==> src/rtl/mips_pkg.sv <==
// Shared definitions for the multicycle MIPS control path: opcodes, FSM states,
// ALU operation codes and datapath mux select codes.
package mips_pkg;

   localparam logic [5:0] OP_R    = 6'b000000;
   localparam logic [5:0] OP_LW   = 6'b100011;
   localparam logic [5:0] OP_SW   = 6'b101011;
   localparam logic [5:0] OP_BEQ  = 6'b000100;
   localparam logic [5:0] OP_J    = 6'b000010;
   localparam logic [5:0] OP_ADDI = 6'b001000;
   localparam logic [5:0] OP_ANDI = 6'b001100;
   localparam logic [5:0] OP_ORI  = 6'b001101;

   typedef enum logic [3:0] {
      S_FETCH  = 4'd0,
      S_DECODE = 4'd1,
      S_MEMADR = 4'd2,
      S_MEMRD  = 4'd3,
      S_MEMWB  = 4'd4,
      S_MEMWR  = 4'd5,
      S_EXEC   = 4'd6,
      S_RWB    = 4'd7,
      S_BEQ    = 4'd8,
      S_IEXEC  = 4'd9,
      S_IWB    = 4'd10,
      S_JUMP   = 4'd11,
      S_JR     = 4'd12
   } state_t;

   // Also decoded by the ALU control block beside this controller.
   typedef enum logic [1:0] {
      ALU_ADD   = 2'b00,
      ALU_SUB   = 2'b01,
      ALU_FUNCT = 2'b10
   } alu_op_t;

   localparam logic [1:0] SRCB_B       = 2'b00;
   localparam logic [1:0] SRCB_FOUR    = 2'b01;
   localparam logic [1:0] SRCB_IMM     = 2'b10;
   localparam logic [1:0] SRCB_IMM_SH2 = 2'b11;

   localparam logic [1:0] PC_ALU    = 2'b00;
   localparam logic [1:0] PC_ALUOUT = 2'b01;
   localparam logic [1:0] PC_JUMP   = 2'b10;
   localparam logic [1:0] PC_REG    = 2'b11;

   typedef struct packed {
      logic       pc_write;
      logic       branch;
      logic       i_or_d;
      logic       mem_read;
      logic       mem_write;
      logic       ir_write;
      logic       reg_dst;
      logic       mem_to_reg;
      logic       reg_write;
      logic       alu_src_a;
      logic [1:0] alu_src_b;
      logic       zero_ext;
      alu_op_t    alu_op;
      logic       alu_inst_sel;
      logic [1:0] pc_source;
      logic       retire;
      logic       illegal;
   } ctrl_t;

   // ANDI/ORI take their ALU function from the opcode and zero-extend the immediate.
   function automatic logic is_logic_imm(input logic [5:0] op);
      return (op == OP_ANDI) || (op == OP_ORI);
   endfunction

endpackage

==> src/rtl/multicycle_control_if.sv <==
// Controller-to-datapath bundle: instruction/memory status in, every enable and
// mux select out.
interface multicycle_control_if;

   logic [5:0] opcode;
   logic       jr;
   logic       mem_ready;

   logic       pc_write;
   logic       branch;
   logic       i_or_d;
   logic       mem_read;
   logic       mem_write;
   logic       ir_write;
   logic       reg_dst;
   logic       mem_to_reg;
   logic       reg_write;
   logic       alu_src_a;
   logic [1:0] alu_src_b;
   logic       zero_ext;
   logic [1:0] alu_op;
   logic       alu_inst_sel;
   logic [1:0] pc_source;
   logic       retire;
   logic       illegal;
   logic [3:0] state;

   modport master (
      input  opcode, jr, mem_ready,
      output pc_write, branch, i_or_d, mem_read, mem_write, ir_write,
             reg_dst, mem_to_reg, reg_write, alu_src_a, alu_src_b, zero_ext,
             alu_op, alu_inst_sel, pc_source, retire, illegal, state
   );

   modport slave (
      output opcode, jr, mem_ready,
      input  pc_write, branch, i_or_d, mem_read, mem_write, ir_write,
             reg_dst, mem_to_reg, reg_write, alu_src_a, alu_src_b, zero_ext,
             alu_op, alu_inst_sel, pc_source, retire, illegal, state
   );

endinterface

==> src/rtl/multicycle_control.sv <==
// Main control FSM of the multicycle MIPS datapath: steps each instruction
// through fetch/decode/execute/memory/writeback and drives all datapath controls.
module multicycle_control
   import mips_pkg::*;
#(
   parameter bit WAIT_STATES_OK = 1'b1
) (
   input logic                  clk,
   input logic                  rst_n,
   multicycle_control_if.master ctl
);

   state_t state_q, state_d;
   ctrl_t  c;
   logic   mem_rdy;
   logic   logic_imm;

   assign mem_rdy   = WAIT_STATES_OK ? ctl.mem_ready : 1'b1;
   assign logic_imm = is_logic_imm(ctl.opcode);

   // NOTE: non-blocking assignment so the register updates from pre-edge values only.
   always_ff @(posedge clk or negedge rst_n) begin
      if (!rst_n) state_q <= S_FETCH;
      else        state_q <= state_d;
   end

   always_comb begin
      // NOTE: every output and the next state get a default first, so no branch infers a latch.
      state_d = state_q;
      c       = '0;
      case (state_q)
         S_FETCH: begin
            c.mem_read  = 1'b1;
            c.alu_src_b = SRCB_FOUR;
            c.alu_op    = ALU_ADD;
            c.pc_source = PC_ALU;
            c.ir_write  = mem_rdy;
            c.pc_write  = mem_rdy;
            if (mem_rdy) state_d = S_DECODE;
         end
         S_DECODE: begin
            c.alu_src_b = SRCB_IMM_SH2;
            case (ctl.opcode)
               OP_LW, OP_SW:             state_d = S_MEMADR;
               OP_R:                     state_d = S_EXEC;
               OP_BEQ:                   state_d = S_BEQ;
               OP_ADDI, OP_ANDI, OP_ORI: state_d = S_IEXEC;
               OP_J:                     state_d = S_JUMP;
               default: begin
                  state_d   = S_FETCH;
                  c.illegal = 1'b1;
               end
            endcase
         end
         S_MEMADR: begin
            c.alu_src_a = 1'b1;
            c.alu_src_b = SRCB_IMM;
            state_d     = (ctl.opcode == OP_SW) ? S_MEMWR : S_MEMRD;
         end
         S_MEMRD: begin
            c.mem_read = 1'b1;
            c.i_or_d   = 1'b1;
            if (mem_rdy) state_d = S_MEMWB;
         end
         S_MEMWB: begin
            c.reg_write  = 1'b1;
            c.mem_to_reg = 1'b1;
            c.retire     = 1'b1;
            state_d      = S_FETCH;
         end
         S_MEMWR: begin
            c.i_or_d    = 1'b1;
            c.mem_write = 1'b1;
            c.retire    = mem_rdy;
            if (mem_rdy) state_d = S_FETCH;
         end
         S_EXEC: begin
            c.alu_src_a = 1'b1;
            c.alu_src_b = SRCB_B;
            c.alu_op    = ALU_FUNCT;
            state_d     = ctl.jr ? S_JR : S_RWB;
         end
         S_RWB: begin
            c.reg_write = 1'b1;
            c.reg_dst   = 1'b1;
            c.retire    = 1'b1;
            state_d     = S_FETCH;
         end
         S_BEQ: begin
            c.alu_src_a = 1'b1;
            c.alu_op    = ALU_SUB;
            c.branch    = 1'b1;
            c.pc_source = PC_ALUOUT;
            c.retire    = 1'b1;
            state_d     = S_FETCH;
         end
         // IWB keeps the IEXEC selects so ALUOut stays valid while it is written back.
         S_IEXEC, S_IWB: begin
            c.alu_src_a = 1'b1;
            c.alu_src_b = SRCB_IMM;
            if (logic_imm) begin
               c.alu_op       = ALU_FUNCT;
               c.alu_inst_sel = 1'b1;
               c.zero_ext     = 1'b1;
            end
            if (state_q == S_IEXEC) begin
               state_d = S_IWB;
            end else begin
               c.reg_write = 1'b1;
               c.retire    = 1'b1;
               state_d     = S_FETCH;
            end
         end
         S_JUMP: begin
            c.pc_write  = 1'b1;
            c.pc_source = PC_JUMP;
            c.retire    = 1'b1;
            state_d     = S_FETCH;
         end
         S_JR: begin
            c.pc_write  = 1'b1;
            c.pc_source = PC_REG;
            c.retire    = 1'b1;
            state_d     = S_FETCH;
         end
         default: state_d = S_FETCH;
      endcase
   end

   // Strobes are gated by reset so nothing writes while rst_n is low.
   assign ctl.pc_write     = rst_n & c.pc_write;
   assign ctl.branch       = rst_n & c.branch;
   assign ctl.mem_write    = rst_n & c.mem_write;
   assign ctl.ir_write     = rst_n & c.ir_write;
   assign ctl.reg_write    = rst_n & c.reg_write;
   assign ctl.retire       = rst_n & c.retire;
   assign ctl.illegal      = rst_n & c.illegal;
   assign ctl.i_or_d       = c.i_or_d;
   assign ctl.mem_read     = c.mem_read;
   assign ctl.reg_dst      = c.reg_dst;
   assign ctl.mem_to_reg   = c.mem_to_reg;
   assign ctl.alu_src_a    = c.alu_src_a;
   assign ctl.alu_src_b    = c.alu_src_b;
   assign ctl.zero_ext     = c.zero_ext;
   assign ctl.alu_op       = c.alu_op;
   assign ctl.alu_inst_sel = c.alu_inst_sel;
   assign ctl.pc_source    = c.pc_source;
   assign ctl.state        = state_q;

endmodule

==> src/flat_wrapper.sv <==
// flat-port wrapper written by rule: the top's interface ports become plain ports
module multicycle_control_flat import mips_pkg::*;
#(
   parameter bit WAIT_STATES_OK = 1'b1
)
  (clk, rst_n, ctl_opcode, ctl_jr, ctl_mem_ready, ctl_pc_write, ctl_branch, ctl_i_or_d, ctl_mem_read, ctl_mem_write, ctl_ir_write, ctl_reg_dst, ctl_mem_to_reg, ctl_reg_write, ctl_alu_src_a, ctl_alu_src_b, ctl_zero_ext, ctl_alu_op, ctl_alu_inst_sel, ctl_pc_source, ctl_retire, ctl_illegal, ctl_state);
  multicycle_control_if ctl_i ();
  input logic clk;
  input logic rst_n;
  input wire logic [$bits(ctl_i.opcode)-1:0] ctl_opcode;
  input wire logic [$bits(ctl_i.jr)-1:0] ctl_jr;
  input wire logic [$bits(ctl_i.mem_ready)-1:0] ctl_mem_ready;
  output wire logic [$bits(ctl_i.pc_write)-1:0] ctl_pc_write;
  output wire logic [$bits(ctl_i.branch)-1:0] ctl_branch;
  output wire logic [$bits(ctl_i.i_or_d)-1:0] ctl_i_or_d;
  output wire logic [$bits(ctl_i.mem_read)-1:0] ctl_mem_read;
  output wire logic [$bits(ctl_i.mem_write)-1:0] ctl_mem_write;
  output wire logic [$bits(ctl_i.ir_write)-1:0] ctl_ir_write;
  output wire logic [$bits(ctl_i.reg_dst)-1:0] ctl_reg_dst;
  output wire logic [$bits(ctl_i.mem_to_reg)-1:0] ctl_mem_to_reg;
  output wire logic [$bits(ctl_i.reg_write)-1:0] ctl_reg_write;
  output wire logic [$bits(ctl_i.alu_src_a)-1:0] ctl_alu_src_a;
  output wire logic [$bits(ctl_i.alu_src_b)-1:0] ctl_alu_src_b;
  output wire logic [$bits(ctl_i.zero_ext)-1:0] ctl_zero_ext;
  output wire logic [$bits(ctl_i.alu_op)-1:0] ctl_alu_op;
  output wire logic [$bits(ctl_i.alu_inst_sel)-1:0] ctl_alu_inst_sel;
  output wire logic [$bits(ctl_i.pc_source)-1:0] ctl_pc_source;
  output wire logic [$bits(ctl_i.retire)-1:0] ctl_retire;
  output wire logic [$bits(ctl_i.illegal)-1:0] ctl_illegal;
  output wire logic [$bits(ctl_i.state)-1:0] ctl_state;
  assign ctl_i.opcode = ctl_opcode;
  assign ctl_i.jr = ctl_jr;
  assign ctl_i.mem_ready = ctl_mem_ready;
  assign ctl_pc_write = ctl_i.pc_write;
  assign ctl_branch = ctl_i.branch;
  assign ctl_i_or_d = ctl_i.i_or_d;
  assign ctl_mem_read = ctl_i.mem_read;
  assign ctl_mem_write = ctl_i.mem_write;
  assign ctl_ir_write = ctl_i.ir_write;
  assign ctl_reg_dst = ctl_i.reg_dst;
  assign ctl_mem_to_reg = ctl_i.mem_to_reg;
  assign ctl_reg_write = ctl_i.reg_write;
  assign ctl_alu_src_a = ctl_i.alu_src_a;
  assign ctl_alu_src_b = ctl_i.alu_src_b;
  assign ctl_zero_ext = ctl_i.zero_ext;
  assign ctl_alu_op = ctl_i.alu_op;
  assign ctl_alu_inst_sel = ctl_i.alu_inst_sel;
  assign ctl_pc_source = ctl_i.pc_source;
  assign ctl_retire = ctl_i.retire;
  assign ctl_illegal = ctl_i.illegal;
  assign ctl_state = ctl_i.state;
  multicycle_control #(.WAIT_STATES_OK(WAIT_STATES_OK)) u_core (.clk(clk), .rst_n(rst_n), .ctl(ctl_i));
endmodule
==> config.mk <==
export PLATFORM = sky130hd
export DESIGN_NAME = multicycle_control_flat
export DESIGN_NICKNAME = d
export VERILOG_FILES = /design/src/rtl/mips_pkg.sv /design/src/rtl/multicycle_control_if.sv /design/src/rtl/multicycle_control.sv /design/src/flat_wrapper.sv
export SDC_FILE = /design/constraint.sdc
export NUM_CORES = 1
export LEC_CHECK = 0
export BUFFER_PORTS_ARGS = -buffer_cell sky130_fd_sc_hd__buf_2
export CAP_MARGIN = 0
export CORE_MARGIN = 5
export CORE_UTILIZATION = 36
export DETAILED_ROUTE_END_ITERATION = 10
export GPL_TIMING_DRIVEN = 0
export PLACE_DENSITY = 0.67
export SLEW_MARGIN = 30
export SYNTH_ARGS = -nofsm -noshare
export SYNTH_HDL_FRONTEND = slang
export SYNTH_SLANG_ARGS = --single-unit
==> constraint.sdc <==
create_clock -name clk -period 2.95 [get_ports clk]
set_input_delay 0.59 -clock clk [delete_from_list [all_inputs] [get_ports clk]]
set_output_delay 0.59 -clock clk [all_outputs]
set_load 0.01 [all_outputs]
Yosys cells after proc, flatten, opt, wreduce, memory -nomap -nowiden
Cells that the tools add are included.
Word-level totals
  register bits after elaboration: 4
  input bits: 10
  logic and storage cells: 73
Cells by class
  eq/ne operators: 22
  mux-type cells: 28
  bitwise gates (word level): 7
  reduce and logical (&&, ||, !) cells: 15
Operators by type and width (number)
  $pmux W4 S7: 1
  $mux W4: 6
  $eq A4 B4 Y1 const B: 5
  $pmux W4 S5: 1
  $eq A6 B4 Y1 const B: 3
  $pmux W2 S3: 3
  $eq A4 B3 Y1 const B: 4
  $mux W1: 13
  $eq A6 B6 Y1 const B: 2
  $reduce_or A2 Y1: 6
  $reduce_or A5 Y1: 2
  $eq A4 B2 Y1 const B: 2
  $reduce_or A8 Y1: 1
  $and A1 B1 Y1: 7
  $eq A6 B2 Y1 const B: 1
  $eq A6 B3 Y1 const B: 1
  $logic_not A6 Y1: 1
  $ne A2 B2 Y1 const B: 3
  $reduce_or A3 Y1: 2
  $eq A4 B1 Y1 const B: 1
  $logic_not A4 Y1: 1
  $pmux W1 S2: 2
  $mux W3: 1
  $pmux W1 S3: 1
  other kinds (2): 2

Logic depth before layout (Yosys ltp)
  depth after elaboration: 5
  mapped depth: 6
  depth with buffers taken out: 4

Least setup slack after synthesis
No wires, ideal clock.
  path type: input to output
  start point: input ctl_opcode[1]
  end point: output ctl_zero_ext
  arrival time: 1.452 ns
  required time: 2.360 ns
  path slack: 0.908 ns
  cell stages on the path: 4
  path through: nor4b_2 nand3_1 a21oi_1 buf_4
On the way
  longest elaborated chain between the ends: 4
Ends and longest elaborated chain
  start: declaration: line flat_wrapper.sv:10  | input wire logic [$bits(ctl_i.opcode)-1:0] ctl_opcode;
  $eq A6 B4 Y1: line mips_pkg.sv:69  | return (op == OP_ANDI) || (op == OP_ORI);
  $logic_or A1 B1 Y1 *: line mips_pkg.sv:69
  $mux W4 *: line multicycle_control.sv:101  | if (logic_imm) begin
  $mux W1 *: line multicycle_control.sv:31  | case (state_q)
  end: declaration: line flat_wrapper.sv:24  | output wire logic [$bits(ctl_i.zero_ext)-1:0] ctl_zero_ext;
Every way passes the cells marked *; elsewhere a longest branch is shown, timed or not.

Worst setup path after layout
  start point: register u_core.state_q[3] (netlist: u_core.ctl.state[3])
  end point: output ctl_zero_ext
On the way
  longest elaborated chain between the ends: 3
Ends and longest elaborated chain
  start: declaration: line multicycle_control.sv:13  | state_t state_q, state_d;
  start signal: assignment: line multicycle_control.sv:24  | else state_q <= state_d;
  $eq A4 B4 Y1: line multicycle_control.sv:31
  $reduce_or A2 Y1 *: line multicycle_control.sv:31
  $mux W1 *: line multicycle_control.sv:31
Marks and branches as above.

==> impl_metrics.py <==
metrics = {
    "floorplanning": {
        "die_x_um": 51.9,
        "fp.dieH_um": 51.9,
        "dieArea_mm2": 0.00269,
        "rows": 15,
        "top_level_ports": 34,
        "coreArea_mm2": 0.00169,
        "start_util_pct": 37.3,
    },
    "yosys": {
        "netlist_instances": 93,
        "synth_edf_count": 0,
        "synth_ff_type": "dfrtp_1",
        "yosys_register_bits": 4,
        "synth_top_area_share_pct": 15.9,
        "synthTopCellsByArea": "dfrtp_1 (16%), a21oi_1 (7.1%), nor2_1 (6.5%), nand2b_1 (5.0%), mux2i_1 (4.8%)",
        "yosysUniqueCellTypes": 36,
        "netlist_area_um2": 631,
        "async_flop_share_pct": 100,
        "synth_fp_nets": 103,
        "synth_area_leader_cell": "dfrtp_1",
        "yosysSeqAreaShare_pct": 15.9,
        "yosysWarnings": 0,
        "postSynthAreaPerCell_um2": 6.78,
    },
    "worst_setup_path": {
        "r2r_cells": 5,
        "worstSetupPathDepth": 6,
        "arrival_ns": 1.64,
        "worstPathMaxFanout": 10,
        "crit_chain": "buf_2, nor2b_1, nand3_1, a21oi_1, buf_4, buf_2",
        "end_kind": "primary output",
        "worstSetupStartpointType": "flip-flop",
        "path_class": "flip-flop to primary output",
        "worst_ep_required_time_ns": 2.36,
        "critPathMaxStageDelay_ns": 0.39,
        "cpMostUsedCell": "buf_2",
        "crit_slowest_cell": "dfrtp_1",
        "critPathTopFamily": "buffers and inverters",
        "path_buf_inv": 3,
    },
    "sta": {
        "final.setup.tns_ns": 0,
        "skew_ns": 0.00460,
        "tightestPinTransition_ns": 0.309,
        "slew_violations": 0,
        "fin_crit_sh_pct": 75.7,
        "rsz0062_at_grt": "no",
        "finalSetupViolations": 0,
        "slew_headroom_pct": 79.4,
        "layout_min_cycle_time_ns": 2.23,
        "hold_viol": 0,
        "fmax_mhz": 448,
    },
    "clock_network": {
        "htreeDepth": 1,
        "ctsRootBufferMaster": "clkbuf_4",
        "path_clk_slew_ns": 0.04,
        "clock_latency_ns": 0.23,
        "numCtsBuffers": 3,
        "cts_hold_buf": 0,
        "ctsResizeCount": 0,
        "cts.sinks": 4,
        "cts_tree": "done",
        "cts_buffer_depth": 2,
        "postCtsSetupBuffers": 0,
    },
    "detailed_routing": {
        "via_per_inst": 5.75,
        "antenna_left": 0,
        "post_drt_wl_per_cell_um": 14.2,
        "route.detailed.drc": 0,
        "first_pass_iters": 5,
        "dr.first_iter.drc_count": 26,
        "wl_um": 2060,
        "via_count": 834,
    },
    "final_layout": {
        "final_layout_size_suffix_gt1_share_pct": 35.2,
        "fin_nets": 140,
        "stdcell_count": 145,
        "final_area_um2": 835,
        "diodes": 0,
        "largest_register_ffs": 4,
        "area_delta_synth_final_pct": 32.3,
        "final_core_util_pct": 49.4,
    },
    "job": {
        "maxCapViolCount": 0,
    },
    "power_and_ir_drop": {
        "worst_ir_drop_vdd_v": 0.000365,
        "power.total_uw": 771,
        "p_per_area_mw_per_mm2": 923,
        "p_leak_uw": 0.000436,
    },
    "place": {
        "hpwl_um": 1640,
        "gp_congestion": 0.867,
        "place_area_um2": 812,
        "port_buffers": 32,
        "dpl.cell_count": 142,
    },
    "global_routing": {
        "antenna_found_initial": 0,
        "first_global_vias": 791,
        "grt_max_degree": 11,
        "grt_overflow": 0,
        "grt_usage_pct": 16.5,
        "grt_pass1_wl_um": 3410,
    },
    "hold_path": {
        "hold_path.class": "primary input to asynchronous set/reset pin",
    },
    "run_status": {
        "outcome": "finished clean",
    },
}
-- synthesized netlist by cell type (all sizes together), types with 3 or more instances --
cell / n
inv: 3
o21ai: 7
dfrtp: 4
a21oi: 10
and3: 3
nor2: 11
nand2b: 5
buf: 8
nor2b: 4
nand2: 5
mux2i: 3
nor3: 6
-- routing by layer --
metal | share of wire [%] | vias to the layer above | GRT usage (%)
li1 | - | 413 | -
met1 | 44 | 379 | 19.9
met2 | 48 | 42 | 29.7
met3 | 7.6 | 0 | 4.58
met4 | 0 | 0 | 1.75
met5 | 0 | - | 0
-- per-stage QoR --
stage                     hold slack (ns)  setup slack, ns
after floorplan                     0.294            0.908
after global placement              0.437            0.751
after detailed placement            0.439            0.742
after CTS                           0.186            0.730
after global routing                0.193            0.519
final                               0.193            0.717
-- cells in the final DEF (no fill, tap or decap), drive strengths merged --
cell / n
buf: 40
a32oi: 1
a211oi: 1
clkbuf: 4
nor4b: 1
inv: 3
xor2: 1
o211ai: 1
nand3: 1
o22ai: 2
nand4: 1
nor4: 1
a21oi: 10
or3b: 1
nand2: 5
nand2b: 5
nor3: 6
nand3b: 1
mux2i: 3
a21o: 2
a31oi: 2
dfrtp: 4
nor2b: 4
and3b: 1
a221oi: 1
nor3b: 1
and4: 2
a311o: 1
o21ai: 7
nor2: 11
or2: 1
and3: 3
-- worst reg2reg max path: stages, from the launching register on --
cell and delay (ns):
dfrtp_1 0.32, buf_2 0.18, buf_2 0.24, nor2_1 0.09
a221oi_1 0.34, o22ai_1 0.12
-- cells by family after synthesis --
family	synth area share, %
AOI/OAI and AO/OA	27.2
xor gates and xnor gates	1.39
buffers and inverters	10.5
DFF	15.9
muxes	4.76
and+or+nand+nor	40.3
-- where the power goes --
group / internal, uW / switching (uW)
Sequential: 77.7 / 13.1
Combinational: 243 / 370
Clock: 45.5 / 21.7
-- worst paths after layout --
path                                     start                  end  slack, ns
hold / removal                           rst_n  u_core.ctl.state[0]       0.19
max in group asynchronous                rst_n  u_core.ctl.state[2]       2.58
setup / recovery           u_core.ctl.state[3]         ctl_zero_ext       0.72
hold reg to reg            u_core.ctl.state[3]  u_core.ctl.state[0]       0.77
setup reg to reg           u_core.ctl.state[2]  u_core.ctl.state[0]       1.53
min in group clk                        ctl_jr  u_core.ctl.state[3]       0.70
-- final cells by class --
type | instances | area (um2)
Sequential cell | 4 | 100
Tap cell | 17 | 21.3
Fill cell | 188 | 855
Timing Repair Buffer | 32 | 160
Clock buffer | 3 | 22.5
Inverter | 3 | 11.3
Buffer | 9 | 55.1
Multi-Input combinational cell | 77 | 464
Power figures use the tool's default switching activity.
